==> src/rtl/booth_r4_iter_mul_if.sv <==
// Operand/result handshake bundle for booth_r4_iter_mul.
//   in_valid_i/in_ready_o   : operand request handshake
//   a_i, b_i                : multiplicand, multiplier (b is Booth-encoded)
//   a_signed_i, b_signed_i  : per-operand two's complement select
//   flush_i                 : abort the operation in flight
//   out_valid_o/out_ready_i : product handshake
//   prod_o                  : 2*WIDTH product
//   busy_o                  : operation in flight
// The slave modport is the multiplier side; master is the requester/consumer.
interface booth_r4_iter_mul_if #(
    parameter int WIDTH = 8
);
    logic                 in_valid_i;
    logic                 in_ready_o;
    logic [WIDTH-1:0]     a_i;
    logic [WIDTH-1:0]     b_i;
    logic                 a_signed_i;
    logic                 b_signed_i;
    logic                 flush_i;
    logic                 out_valid_o;
    logic                 out_ready_i;
    logic [2*WIDTH-1:0]   prod_o;
    logic                 busy_o;

    modport slave (
        input  in_valid_i, a_i, b_i, a_signed_i, b_signed_i, flush_i, out_ready_i,
        output in_ready_o, out_valid_o, prod_o, busy_o
    );

    modport master (
        output in_valid_i, a_i, b_i, a_signed_i, b_signed_i, flush_i, out_ready_i,
        input  in_ready_o, out_valid_o, prod_o, busy_o
    );
endinterface

==> src/rtl/booth_r4_iter_mul.sv <==
// Iterative radix-4 modified-Booth multiplier.
// Retires one Booth digit of the multiplier per cycle, adding 0/+-1/+-2 x A x 4^k
// into a 2*WIDTH accumulator. DIG_NUM = WIDTH/2+1 cycles per operation.
// Ports:
//   clk_i  : clock
//   rst_i  : synchronous active-high reset
//   bus    : booth_r4_iter_mul_if.slave (operand/result handshake, flush, busy)
module booth_r4_iter_mul #(
    parameter int WIDTH = 8
) (
    input  logic                 clk_i,
    input  logic                 rst_i,
    booth_r4_iter_mul_if.slave   bus
);
    localparam int DIG_NUM = WIDTH / 2 + 1;
    localparam int PW      = 2 * WIDTH;
    // Extended multiplier (WIDTH+2) plus the implicit b[-1] in bit 0.
    localparam int BW      = WIDTH + 3;
    localparam int CW      = $clog2(DIG_NUM + 1);

    localparam logic [1:0] S_IDLE = 2'd0;
    localparam logic [1:0] S_CALC = 2'd1;
    localparam logic [1:0] S_DONE = 2'd2;

    logic [1:0]    r_state;
    logic [PW-1:0] r_a;      // multiplicand pre-scaled by 4^k
    logic [BW-1:0] r_b;      // multiplier, bits [2:0] hold the current digit window
    logic [PW-1:0] r_acc;
    logic [PW-1:0] r_prod;
    logic [CW-1:0] r_k;

    logic          w_accept;
    logic          w_last;
    logic          w_neg;
    logic [PW-1:0] w_op;
    logic [PW-1:0] w_sum;
    logic [PW-1:0] w_a_ext;
    logic [BW-1:0] w_b_ext;

    // Flush in IDLE blocks a same-cycle accept.
    assign w_accept = (r_state == S_IDLE) && bus.in_valid_i && !bus.flush_i;
    assign w_last   = (r_k == CW'(DIG_NUM - 1));

    assign w_a_ext = {{WIDTH{bus.a_signed_i & bus.a_i[WIDTH-1]}}, bus.a_i};
    assign w_b_ext = {{2{bus.b_signed_i & bus.b_i[WIDTH-1]}}, bus.b_i, 1'b0};

    // Booth digit decode from {b[2k+1], b[2k], b[2k-1]}.
    always_comb begin
        w_op  = '0;
        w_neg = 1'b0;
        case (r_b[2:0])
            3'b001, 3'b010: w_op = r_a;
            3'b011:         w_op = r_a << 1;
            3'b100: begin
                w_op  = r_a << 1;
                w_neg = 1'b1;
            end
            3'b101, 3'b110: begin
                w_op  = r_a;
                w_neg = 1'b1;
            end
            default: begin
                w_op  = '0;
                w_neg = 1'b0;
            end
        endcase
    end

    // Subtraction folded into the single adder: ~op with carry-in 1.
    assign w_sum = r_acc + (w_neg ? ~w_op : w_op) + {{(PW-1){1'b0}}, w_neg};

    always_ff @(posedge clk_i) begin
        if (rst_i) begin
            r_state <= S_IDLE;
            r_a     <= '0;
            r_b     <= '0;
            r_acc   <= '0;
            r_prod  <= '0;
            r_k     <= '0;
        end else begin
            case (r_state)
                S_IDLE: begin
                    if (w_accept) begin
                        r_a     <= w_a_ext;
                        r_b     <= w_b_ext;
                        r_acc   <= '0;
                        r_k     <= '0;
                        r_state <= S_CALC;
                    end
                end
                S_CALC: begin
                    if (bus.flush_i) begin
                        r_state <= S_IDLE;
                    end else begin
                        r_acc <= w_sum;
                        r_a   <= r_a << 2;
                        r_b   <= r_b >> 2;
                        if (w_last) begin
                            r_prod  <= w_sum;
                            r_state <= S_DONE;
                        end else begin
                            r_k <= r_k + 1'b1;
                        end
                    end
                end
                S_DONE: begin
                    // A handshake coinciding with flush is simply treated as flushed.
                    if (bus.flush_i || bus.out_ready_i)
                        r_state <= S_IDLE;
                end
                default: r_state <= S_IDLE;
            endcase
        end
    end

    assign bus.in_ready_o  = (r_state == S_IDLE);
    assign bus.out_valid_o = (r_state == S_DONE);
    assign bus.prod_o      = r_prod;
    assign bus.busy_o      = (r_state != S_IDLE);
endmodule

==> src/flat_wrapper.sv <==
// flat-port wrapper written by rule: the top's interface ports become plain ports
module booth_r4_iter_mul_flat 
#(
    parameter int WIDTH = 8
)
  (clk_i, rst_i, bus_in_valid_i, bus_a_i, bus_b_i, bus_a_signed_i, bus_b_signed_i, bus_flush_i, bus_out_ready_i, bus_in_ready_o, bus_out_valid_o, bus_prod_o, bus_busy_o);
  booth_r4_iter_mul_if #(.WIDTH(WIDTH)) bus_i ();
  input  logic clk_i;
  input  logic rst_i;
  input wire logic [$bits(bus_i.in_valid_i)-1:0] bus_in_valid_i;
  input wire logic [$bits(bus_i.a_i)-1:0] bus_a_i;
  input wire logic [$bits(bus_i.b_i)-1:0] bus_b_i;
  input wire logic [$bits(bus_i.a_signed_i)-1:0] bus_a_signed_i;
  input wire logic [$bits(bus_i.b_signed_i)-1:0] bus_b_signed_i;
  input wire logic [$bits(bus_i.flush_i)-1:0] bus_flush_i;
  input wire logic [$bits(bus_i.out_ready_i)-1:0] bus_out_ready_i;
  output wire logic [$bits(bus_i.in_ready_o)-1:0] bus_in_ready_o;
  output wire logic [$bits(bus_i.out_valid_o)-1:0] bus_out_valid_o;
  output wire logic [$bits(bus_i.prod_o)-1:0] bus_prod_o;
  output wire logic [$bits(bus_i.busy_o)-1:0] bus_busy_o;
  assign bus_i.in_valid_i = bus_in_valid_i;
  assign bus_i.a_i = bus_a_i;
  assign bus_i.b_i = bus_b_i;
  assign bus_i.a_signed_i = bus_a_signed_i;
  assign bus_i.b_signed_i = bus_b_signed_i;
  assign bus_i.flush_i = bus_flush_i;
  assign bus_i.out_ready_i = bus_out_ready_i;
  assign bus_in_ready_o = bus_i.in_ready_o;
  assign bus_out_valid_o = bus_i.out_valid_o;
  assign bus_prod_o = bus_i.prod_o;
  assign bus_busy_o = bus_i.busy_o;
  booth_r4_iter_mul #(.WIDTH(WIDTH)) u_core (.clk_i(clk_i), .rst_i(rst_i), .bus(bus_i));
endmodule
==> config.mk <==
export PLATFORM = sky130hd
export DESIGN_NAME = booth_r4_iter_mul_flat
export DESIGN_NICKNAME = d
export VERILOG_FILES = /design/src/rtl/booth_r4_iter_mul_if.sv /design/src/rtl/booth_r4_iter_mul.sv /design/src/flat_wrapper.sv
export SDC_FILE = /design/constraint.sdc
export NUM_CORES = 1
export LEC_CHECK = 0
export ABC_AREA = 1
export CAP_MARGIN = 5
export CORE_MARGIN = 10
export CORE_UTILIZATION = 50
export CTS_CLUSTER_SIZE = 24
export DETAILED_ROUTE_END_ITERATION = 7
export GPL_ROUTABILITY_DRIVEN = 0
export PLACE_DENSITY = 0.75
export SLEW_MARGIN = 20
export SYNTH_ARGS = -nofsm -noshare
export SYNTH_HDL_FRONTEND = slang
export SYNTH_SLANG_ARGS = --single-unit
export TNS_END_PERCENT = 5
==> constraint.sdc <==
create_clock -name clk_i -period 3.1 [get_ports clk_i]
set_input_delay 0.62 -clock clk_i [delete_from_list [all_inputs] [get_ports clk_i]]
set_output_delay 0.62 -clock clk_i [all_outputs]
set_load 0.005 [all_outputs]
### After elaboration in Yosys (flattened, before gate mapping)

Cells that the tools add are included.

| word-level totals | value |
|---|---|
| flip-flop bits (word level) | 64 |
| input bits | 23 |
| output and inout bits | 19 |
| logic and storage cells | 62 |

| cells by class | value |
|---|---|
| $add $sub $neg | 3 |
| eq/ne operators | 14 |
| muxes and demuxes | 21 |
| bitwise gates (word level) | 4 |
| reductions and logical operators | 14 |

Operators with widths:

| operator | count |
|---|---|
| 16-bit case mux with 2 select lines | 3 |
| 16-bit two-way mux | 5 |
| 11-bit two-way mux | 2 |
| 11-bit case mux with 2 select lines | 1 |
| 16-bit by 1-bit adder with 16-bit output | 1 |
| 16-bit adder | 1 |
| 16-bit NOT | 1 |
| 3-bit equality test (second input constant) | 4 |
| 3-bit two-way mux | 3 |
| 3-bit AND reduction | 3 |
| 2-bit two-way mux | 4 |
| 3-bit by 2-bit equality test with 1-bit output (second input constant) | 2 |
| 2-bit case mux with 3 select lines | 1 |
| 3-bit case mux with 2 select lines | 1 |
| 2-bit by 1-bit != test with 1-bit output (second input constant) | 2 |
| 2-bit != test (second input constant) | 2 |
| 4-bit AND reduction | 1 |
| 2-bit nonzero test | 2 |
| 4-bit OR reduction | 1 |
| 3-bit by 1-bit adder with 3-bit output (second input constant) | 1 |
| 3-bit by 1-bit equality test with 1-bit output (second input constant) | 1 |
| 3-bit by 2-bit != test with 1-bit output (second input constant) | 1 |
| 3-bit OR reduction | 1 |
| 1-bit bitwise AND | 2 |
| 9 further kinds | 10 |

### Longest topological paths before layout

Gate-level depths: netlist of the first run.

| logic depth | value |
|---|---|
| depth after elaboration | 9 |
| mapped depth | 22 |
| mapped depth without buffers | 21 |

### Worst setup path before layout of the first run

No wires, ideal clock.

| path | value |
|---|---|
| path kind | reg2reg |
| start | register u_core.r_b[0] |
| end | register u_core.r_prod[14], in the netlist u_core.bus.prod_o[14] |
| setup time | 109 ps |
| arrival time | 2817 ps |
| data required time | 2991 ps |
| setup slack | 174 ps |
| stages on the path, launching flop included | 19 |
| buffers on the path | 1 |
| path through | dfxtp_1 -> inv_1 -> ha_1 -> inv_1 -> nand2_1 -> o21ai_1 -> clkbuf_1 -> o22ai_1 -> xor2_1 -> fa_1 -> nand3_1 -> nand2_1 -> a21oi_1 -> o21ai_0 -> or2_1 -> nand2_1 -> nand2_1 -> nand2_1 -> inv_1 |

| between the ends | value |
|---|---|
| longest elaborated chain between the ends | 7 |

RTL lines:

| element | line | source |
|---|---|---|
| start, declared | booth_r4_iter_mul.sv:27 | `logic [BW-1:0] r_b;` |
| start signal, assigned | booth_r4_iter_mul.sv:85 | `r_b <= w_b_ext;` |
| start signal, assigned | booth_r4_iter_mul.sv:97 | `r_b <= r_b >> 2;` |
| 3-bit by 1-bit equality test with 1-bit output, or another cell as far along | booth_r4_iter_mul.sv:51 | `case (r_b[2:0])` |
| 4-bit OR reduction (no source line) / 2-bit OR reduction (equally long branches) | n/a |  |
| 16-bit case mux with 2 select lines | booth_r4_iter_mul.sv:51 |  |
| 16-bit NOT | booth_r4_iter_mul.sv:70 | `assign w_sum = r_acc + (w_neg ? ~w_op : w_op) + {{(PW-1){1'b0}}, w_neg};` |
| 16-bit two-way mux | booth_r4_iter_mul.sv:70 |  |
| 16-bit adder | booth_r4_iter_mul.sv:70 |  |
| 16-bit by 1-bit adder with 16-bit output * | booth_r4_iter_mul.sv:70 |  |
| end signal, assigned | booth_r4_iter_mul.sv:99 | `r_prod <= w_sum;` |
| end, declared | booth_r4_iter_mul.sv:29 | `logic [PW-1:0] r_prod;` |

Every way passes the cells marked *; elsewhere a longest branch is shown, timed or not.
A chain may end at the register's enable or synchronous reset.

### Worst setup path after layout of the first run

Same ends and word-level chain as after synthesis.

==> impl_metrics.toml, run 1 <==
[timing]
worst_pin_slew_ns = 0.395
slew_violations = 0
relSlewSlack_pct = 73.6
setup_viol_count_final = 0
tns_ns = 0
fin_worst_skew_ns = 0.00485
fmax_mhz = 350
rsz0062_at_grt = "true"
hold_viol_final = 0
fin_crit_ns = 2.85
fin_crit_sh_pct = 92.1

[global_routing]
grt_max_degree = 34
grt_pass1_wl_mm = 15.0
grt_usage_pct = 15.9
gr-total-overflow = 0
grt_pass1_vias = 3357
antenna_found_initial = 0

[place]
io_buffers = 41
post-dp-hpwl_mm = 6.47

[clock_tree]
cts_sinks = 63
cts_buffer_depth = 2
h-tree-depth = 3
clkTransAtPathRegs_ns = 0.07
cts-root-buf = "clkbuf_8"
cts_made_buffers = 9
insertion_delay_ns = 0.35
cts_tree = "done"

[layout]
synthToLayoutAreaGrowth_pct = 20.7
layout-drive-gt1-share_pct = 7.69
diodes = 0
nFillCells = 666
layout.nets = 612
fin_util_pct = 61.5

[die]
initial_core_util_pct = 51.0
dieWidth_um = 106
die_y_um = 106
dieArea_um2 = 11100
pin_count = 42
core-area_um2 = 7180
row_count = 31

[setup_path]
critPathArrivalTime_ns = 3.11
crit_family = "adder cells"
start_kind = "flip-flop"
critPathMaxStageDelay_ns = 0.39
path_common_cell = "nand2_1"
end_kind = "flip-flop"
critPathRequiredTime_ns = 3.35
cp_max_fo = 12
path_cells = "inv_1 -> ha_1 -> inv_1 -> buf_4 -> o22ai_1 -> xor2_1 -> ha_2 -> a21oi_1 -> nand2_1 -> a21oi_1 -> o21ai_1 -> or2_1 -> nand2_1 -> nand2_1 -> nand2_1 -> inv_1"
worstSetupPathType = "flip-flop to flip-flop"
worst_path_max_delay_cell = "dfxtp_1"
crit_buf_inv = 4

[power]
p_leak_uw = 0.00201
cellPowerDensity_nw_per_um2 = 464
power.ir.vdd_worst_v = 0.000356

[logic_synthesis]
synth_cell_types = 33
synth_nets = 573
synth_most_common_cell = "nand2_1"
yosysTopAreaCellShare_pct = 34.5
syn-instance-count = 528
ys_warn_count = 0
ys_seq_elements = 63
ys.flop_type = "dfxtp_1"
syn_avg_cell_area_um2 = 6.92
synth-edff-count = 0
yosys.area.top_type = "dfxtp_1"
synthTopCellsByArea = "dfxtp_1, nand2_1, ha_1, a21oi_1, inv_1"
ys_seq_area_share_pct = 34.5
syn_area_um2 = 3660
yosys-top-cells-count = "nand2_1, dfxtp_1, inv_1, a21oi_1, nor2_1"
async_flop_share_pct = 0

[routing]
drt_iter0_markers = 110
routed_wl_mm = 8.70
drc_errors = 0
avgRoutedWirePerCell_um = 13.0
drtPass1Iterations = 4
vias_per_cell = 5.18
drt.antenna.violating_nets = 0
num_vias = 3477

[hold_path]
min_path_type = "flip-flop to flip-flop"

[job]
cap_violations = 0

[outcome]
run_status = "completed"
## routing by layer
layer  global-route usage [%]  vias to the layer above  wire length (um)  part of all wire, %
met5                        0                        -                 0                    0
li1                         -                     1806                 -                    -
met3                     4.75                       18               454                  5.2
met2                     25.6                       78              4180                   48
met1                     19.2                     1575              3910                   45
met4                     6.87                        0               155                  1.8
## placed cells by master (no fill, tap or decap), types with 2 or more instances in the layout
master / instances
a221oi_1: 8
bufinv_16: 2
a21oi_2: 3
inv_1: 55
xor2_1: 22
o21ai_1: 12
ha_1: 20
nor2_1: 41
o21bai_1: 2
nand3b_1: 2
or2_1: 3
buf_4: 8
clkbuf_1: 2
nor3_1: 4
dfxtp_1: 63
clkbuf_8: 11
nor2_2: 3
nor2_4: 2
nand2_1: 139
o21ai_0: 16
o22ai_1: 15
clkdlybuf4s50_1: 41
a31oi_1: 14
nand3_1: 19
a21oi_1: 43
inv_2: 8
## layout make-up
cell class	instances	area [um^2]	share of cell area (%)
Multi-Input combinational cell	380	2090	47.4
Clock buffer	13	159	3.60
Timing Repair Buffer	50	475	10.8
Sequential cell	63	1260	28.6
Inverter	63	236	5.36
Tap cell	99	124	2.81
Clock inverter	3	65.1	1.47
## flip-flops by register name, summed over array words and instances (netlist names)
name               flops
u_core.r_acc          16
u_core.bus.prod_o     16
u_core.r_state         2
u_core.r_a            16
u_core.r_k             3
u_core.r_b            10
## worst reg2reg max path, cell delays in order (launching register included)
cell and delay, ns:
dfxtp_1 0.39, inv_1 0.08, ha_1 0.31, inv_1 0.08, buf_4 0.18, o22ai_1 0.21
xor2_1 0.26, ha_2 0.36, a21oi_1 0.16, nand2_1 0.08, a21oi_1 0.11, o21ai_1 0.10
or2_1 0.24, nand2_1 0.07, nand2_1 0.05, nand2_1 0.06, inv_1 0.04
## cell families (layout without fill, tap and decap cells)
| kind of cell | after synthesis | in the layout | share of synthesized area, % |
|---|---|---|---|
| adder cells (fa/ha/maj) | 22 | 22 | 7.73 |
| buffers and inverters | 85 | 129 | 9.00 |
| XOR/XNOR | 23 | 23 | 5.51 |
| flip-flops | 63 | 63 | 34.5 |
| AND/OR/NAND/NOR | 217 | 217 | 24.8 |
| AO/OA/AOI/OAI | 118 | 118 | 18.5 |
## repair_timing
action                     in CTS  in global routing
setup buffers                   0                  0
setup endpoints to repair       0                 12
resized for setup               0                  9
hold buffers                    0                  0
## metrics by stage
stage | hold slack (ns) | setup slack, ns | power, uW | std cells | cell area [um^2]
6_report | 0.463 | 0.246 | 2050 | 671 | 4410
5_1_grt | 0.492 | 0.00577 | 2150 | 671 | 4410
4_1_cts | 0.466 | 0.128 | 2060 | 670 | 4380
3_5_place_dp | 0.454 | 0.158 | 1250 | 654 | 4160
3_3_place_gp | 0.450 | 0.266 | 1230 | 654 | 4160
2_1_floorplan | 0.444 | 0.174 | 1140 | 528 | 3660
## where the power goes
group          switching [uW]  total (uW)  internal (uW)
logic                     230         371            141
clock network             315         811            496
registers                22.7         866            843
## worst paths after layout
kind	startpoint	to	slack, ns	depth (start not counted)
worst min-delay path	u_core.bus.prod_o[1]$_SDFFE_PP0P_	u_core.bus.prod_o[1]$_SDFFE_PP0P_	0.46	2
worst max-delay path	u_core.r_b[0]$_SDFFE_PP0P_	u_core.bus.prod_o[14]$_SDFFE_PP0P_	0.25	16
worst max register to register	u_core.r_b[0]$_SDFFE_PP0P_	u_core.bus.prod_o[14]$_SDFFE_PP0P_	0.25	16
worst min register to register	u_core.bus.prod_o[1]$_SDFFE_PP0P_	u_core.bus.prod_o[1]$_SDFFE_PP0P_	0.46	2
No activity file was read; power rests on OpenSTA's default activity.
==> run 2: changes to the inputs <==
SKIP_LAST_GASP = 1   (was default)
==> impl_metrics.toml, run 2 (synthesized netlist as in run 1, its figures left out) <==
[global_routing]
grt_max_degree = 34
gr-total-overflow = 0
grt_pass1_vias = 3357
grt_usage_pct = 15.9
grt_pass1_wl_mm = 15.0
antenna_found_initial = 0

[routing]
top_layer = "met4"
drt.antenna.violating_nets = 0
drtPass1Iterations = 5
wl_met3_um = 559
routed_wl_mm = 8.71
drt_iter0_markers = 94
drc_errors = 0
m1WireLength_mm = 3.83
vias_per_cell = 5.18
avgRoutedWirePerCell_um = 13.0
met2_length_mm = 4.15
num_vias = 3477

[setup_path]
end_kind = "flip-flop"
r2r-start = "u_core.r_b[0]$_SDFFE_PP0P_"
crit_cells = 16
critPathArrivalTime_ns = 3.13
worst-r2r-cell-count = 16
worst_path_max_delay_cell = "dfxtp_1"
critPathRequiredTime_ns = 3.35
crit_start = "u_core.r_b[0]$_SDFFE_PP0P_"
crit_buf_inv = 5
path_cells = "inv_1 -> ha_1 -> inv_1 -> buf_4 -> o22ai_1 -> xor2_1 -> ha_1 -> nand2_1 -> inv_1 -> a21oi_1 -> o211a_1 -> nand3_1 -> nand2_1 -> nand2_1 -> nand2_1 -> inv_1"
start_kind = "flip-flop"
cp_max_fo = 12
crit_family = "adder cells"
critPathMaxStageDelay_ns = 0.39
worstSetupPathType = "flip-flop to flip-flop"

[clock_tree]
cts_tree = "done"
cts_sinks = 63
clkTransAtPathRegs_ns = 0.07
h-tree-depth = 3
insertion_delay_ns = 0.35
postCtsHoldBufs = 0
cts_made_buffers = 9
cts-root-buf = "clkbuf_8"
cts_buffer_depth = 2

[timing]
relSlewSlack_pct = 73.3
worst_pin_slew_ns = 0.400
rsz0062_at_grt = "true"
fin_crit_sh_pct = 92.8
fin_crit_ns = 2.88
hold_viol_final = 0
hold_slack_ns = 0.463
fin_worst_skew_ns = 0.00509
slew_violations = 0
fmax_mhz = 348
setup_viol_count_final = 0

[power]
p_switching_uw = 567
power_frac_clock_pct = 39.6
power_frac_comb_pct = 18.1
cellPowerDensity_nw_per_um2 = 465
power.ir.vdd_worst_v = 0.000357
seqPwrFrac_pct = 42.3
power.share.switching_pct = 27.7
p_leak_uw = 0.00201
internal-power_uw = 1480

[hold_path]
min_path_type = "flip-flop to flip-flop"
holdPathStages = 2
hold_start = "u_core.bus.prod_o[1]$_SDFFE_PP0P_"

[die]
dieArea_um2 = 11100
dieWidth_um = 106
die_y_um = 106
initial_core_util_pct = 51.0
pin_count = 42
row_count = 31
core-area_um2 = 7180

[job]
cap_violations = 0

[layout]
fin_util_pct = 61.4
diodes = 0
layout.nets = 612
synthToLayoutAreaGrowth_pct = 20.4
regArea_um2 = 1260
multi_input_area_um2 = 2080
most-common-layout-cells = "nand2_1, dfxtp_1, inv_1, a21oi_1"
finalNonFillerCells = 671
layout_commonest_cell = "nand2_1"
nFillCells = 665
layout-drive-gt1-share_pct = 7.52

[outcome]
run_status = "completed"

[place]
dp.cells = 654
post-dp-hpwl_mm = 6.47
io_buffers = 41
-- run 2: power groups by stage --
stage | sequential, uW | clock (uW) | combinational [uW]
detailed placement | 883 | 0 | 362
CTS | 865 | 830 | 365
finish | 866 | 811 | 371
global route | 870 | 861 | 419
global placement | 881 | 0 | 353
floorplan | 876 | 0 | 263
-- run 2: final timing paths --
| path | end | slack (ns) |
|---|---|---|
| setup / recovery | u_core.bus.prod_o[15]$_SDFFE_PP0P_ | 0.22 |
| hold / removal | u_core.bus.prod_o[1]$_SDFFE_PP0P_ | 0.46 |
| setup reg to reg | u_core.bus.prod_o[15]$_SDFFE_PP0P_ | 0.22 |
| hold reg to reg | u_core.bus.prod_o[1]$_SDFFE_PP0P_ | 0.46 |
-- run 2: tightest hold or removal path, cell delays in order, from the launching register on --
cell and delay, ns:
dfxtp_1 0.31, nand2_1 0.06, a21oi_1 0.05
-- run 2: layout make-up --
cell class / instances / area share [%]
clock buffer: 13 / 3.61
clock inverter: 3 / 1.48
inverter: 63 / 5.37
multi-input combinational: 380 / 47.3
sequential: 63 / 28.6
tap: 99 / 2.81
timing repair buffer: 50 / 10.8
-- run 2: per-layer routing --
metal	track usage, %	vias up
met5	0	-
met1	19.2	1563
met4	6.87	0
li1	-	1804
met3	4.75	21
met2	25.6	89
-- run 2: per-stage QoR --
| stage | TNS, ns | setup slack, ns | total power, uW | instance area (um^2) |
|---|---|---|---|---|
| floorplan | 0 | 0.174 | 1140 | 3660 |
| global placement | 0 | 0.266 | 1230 | 4160 |
| detailed placement | 0 | 0.158 | 1250 | 4160 |
| CTS | 0 | 0.128 | 2060 | 4380 |
| global route | -0.00575 | -0.00575 | 2150 | 4400 |
| finish | 0 | 0.224 | 2050 | 4400 |
-- run 2: repair_timing --
| item | in CTS | in global routing |
|---|---|---|
| gates resized for setup | 0 | 7 |
| endpoints found under the setup margin | 0 | 12 |
| buffers inserted | 0 | 0 |
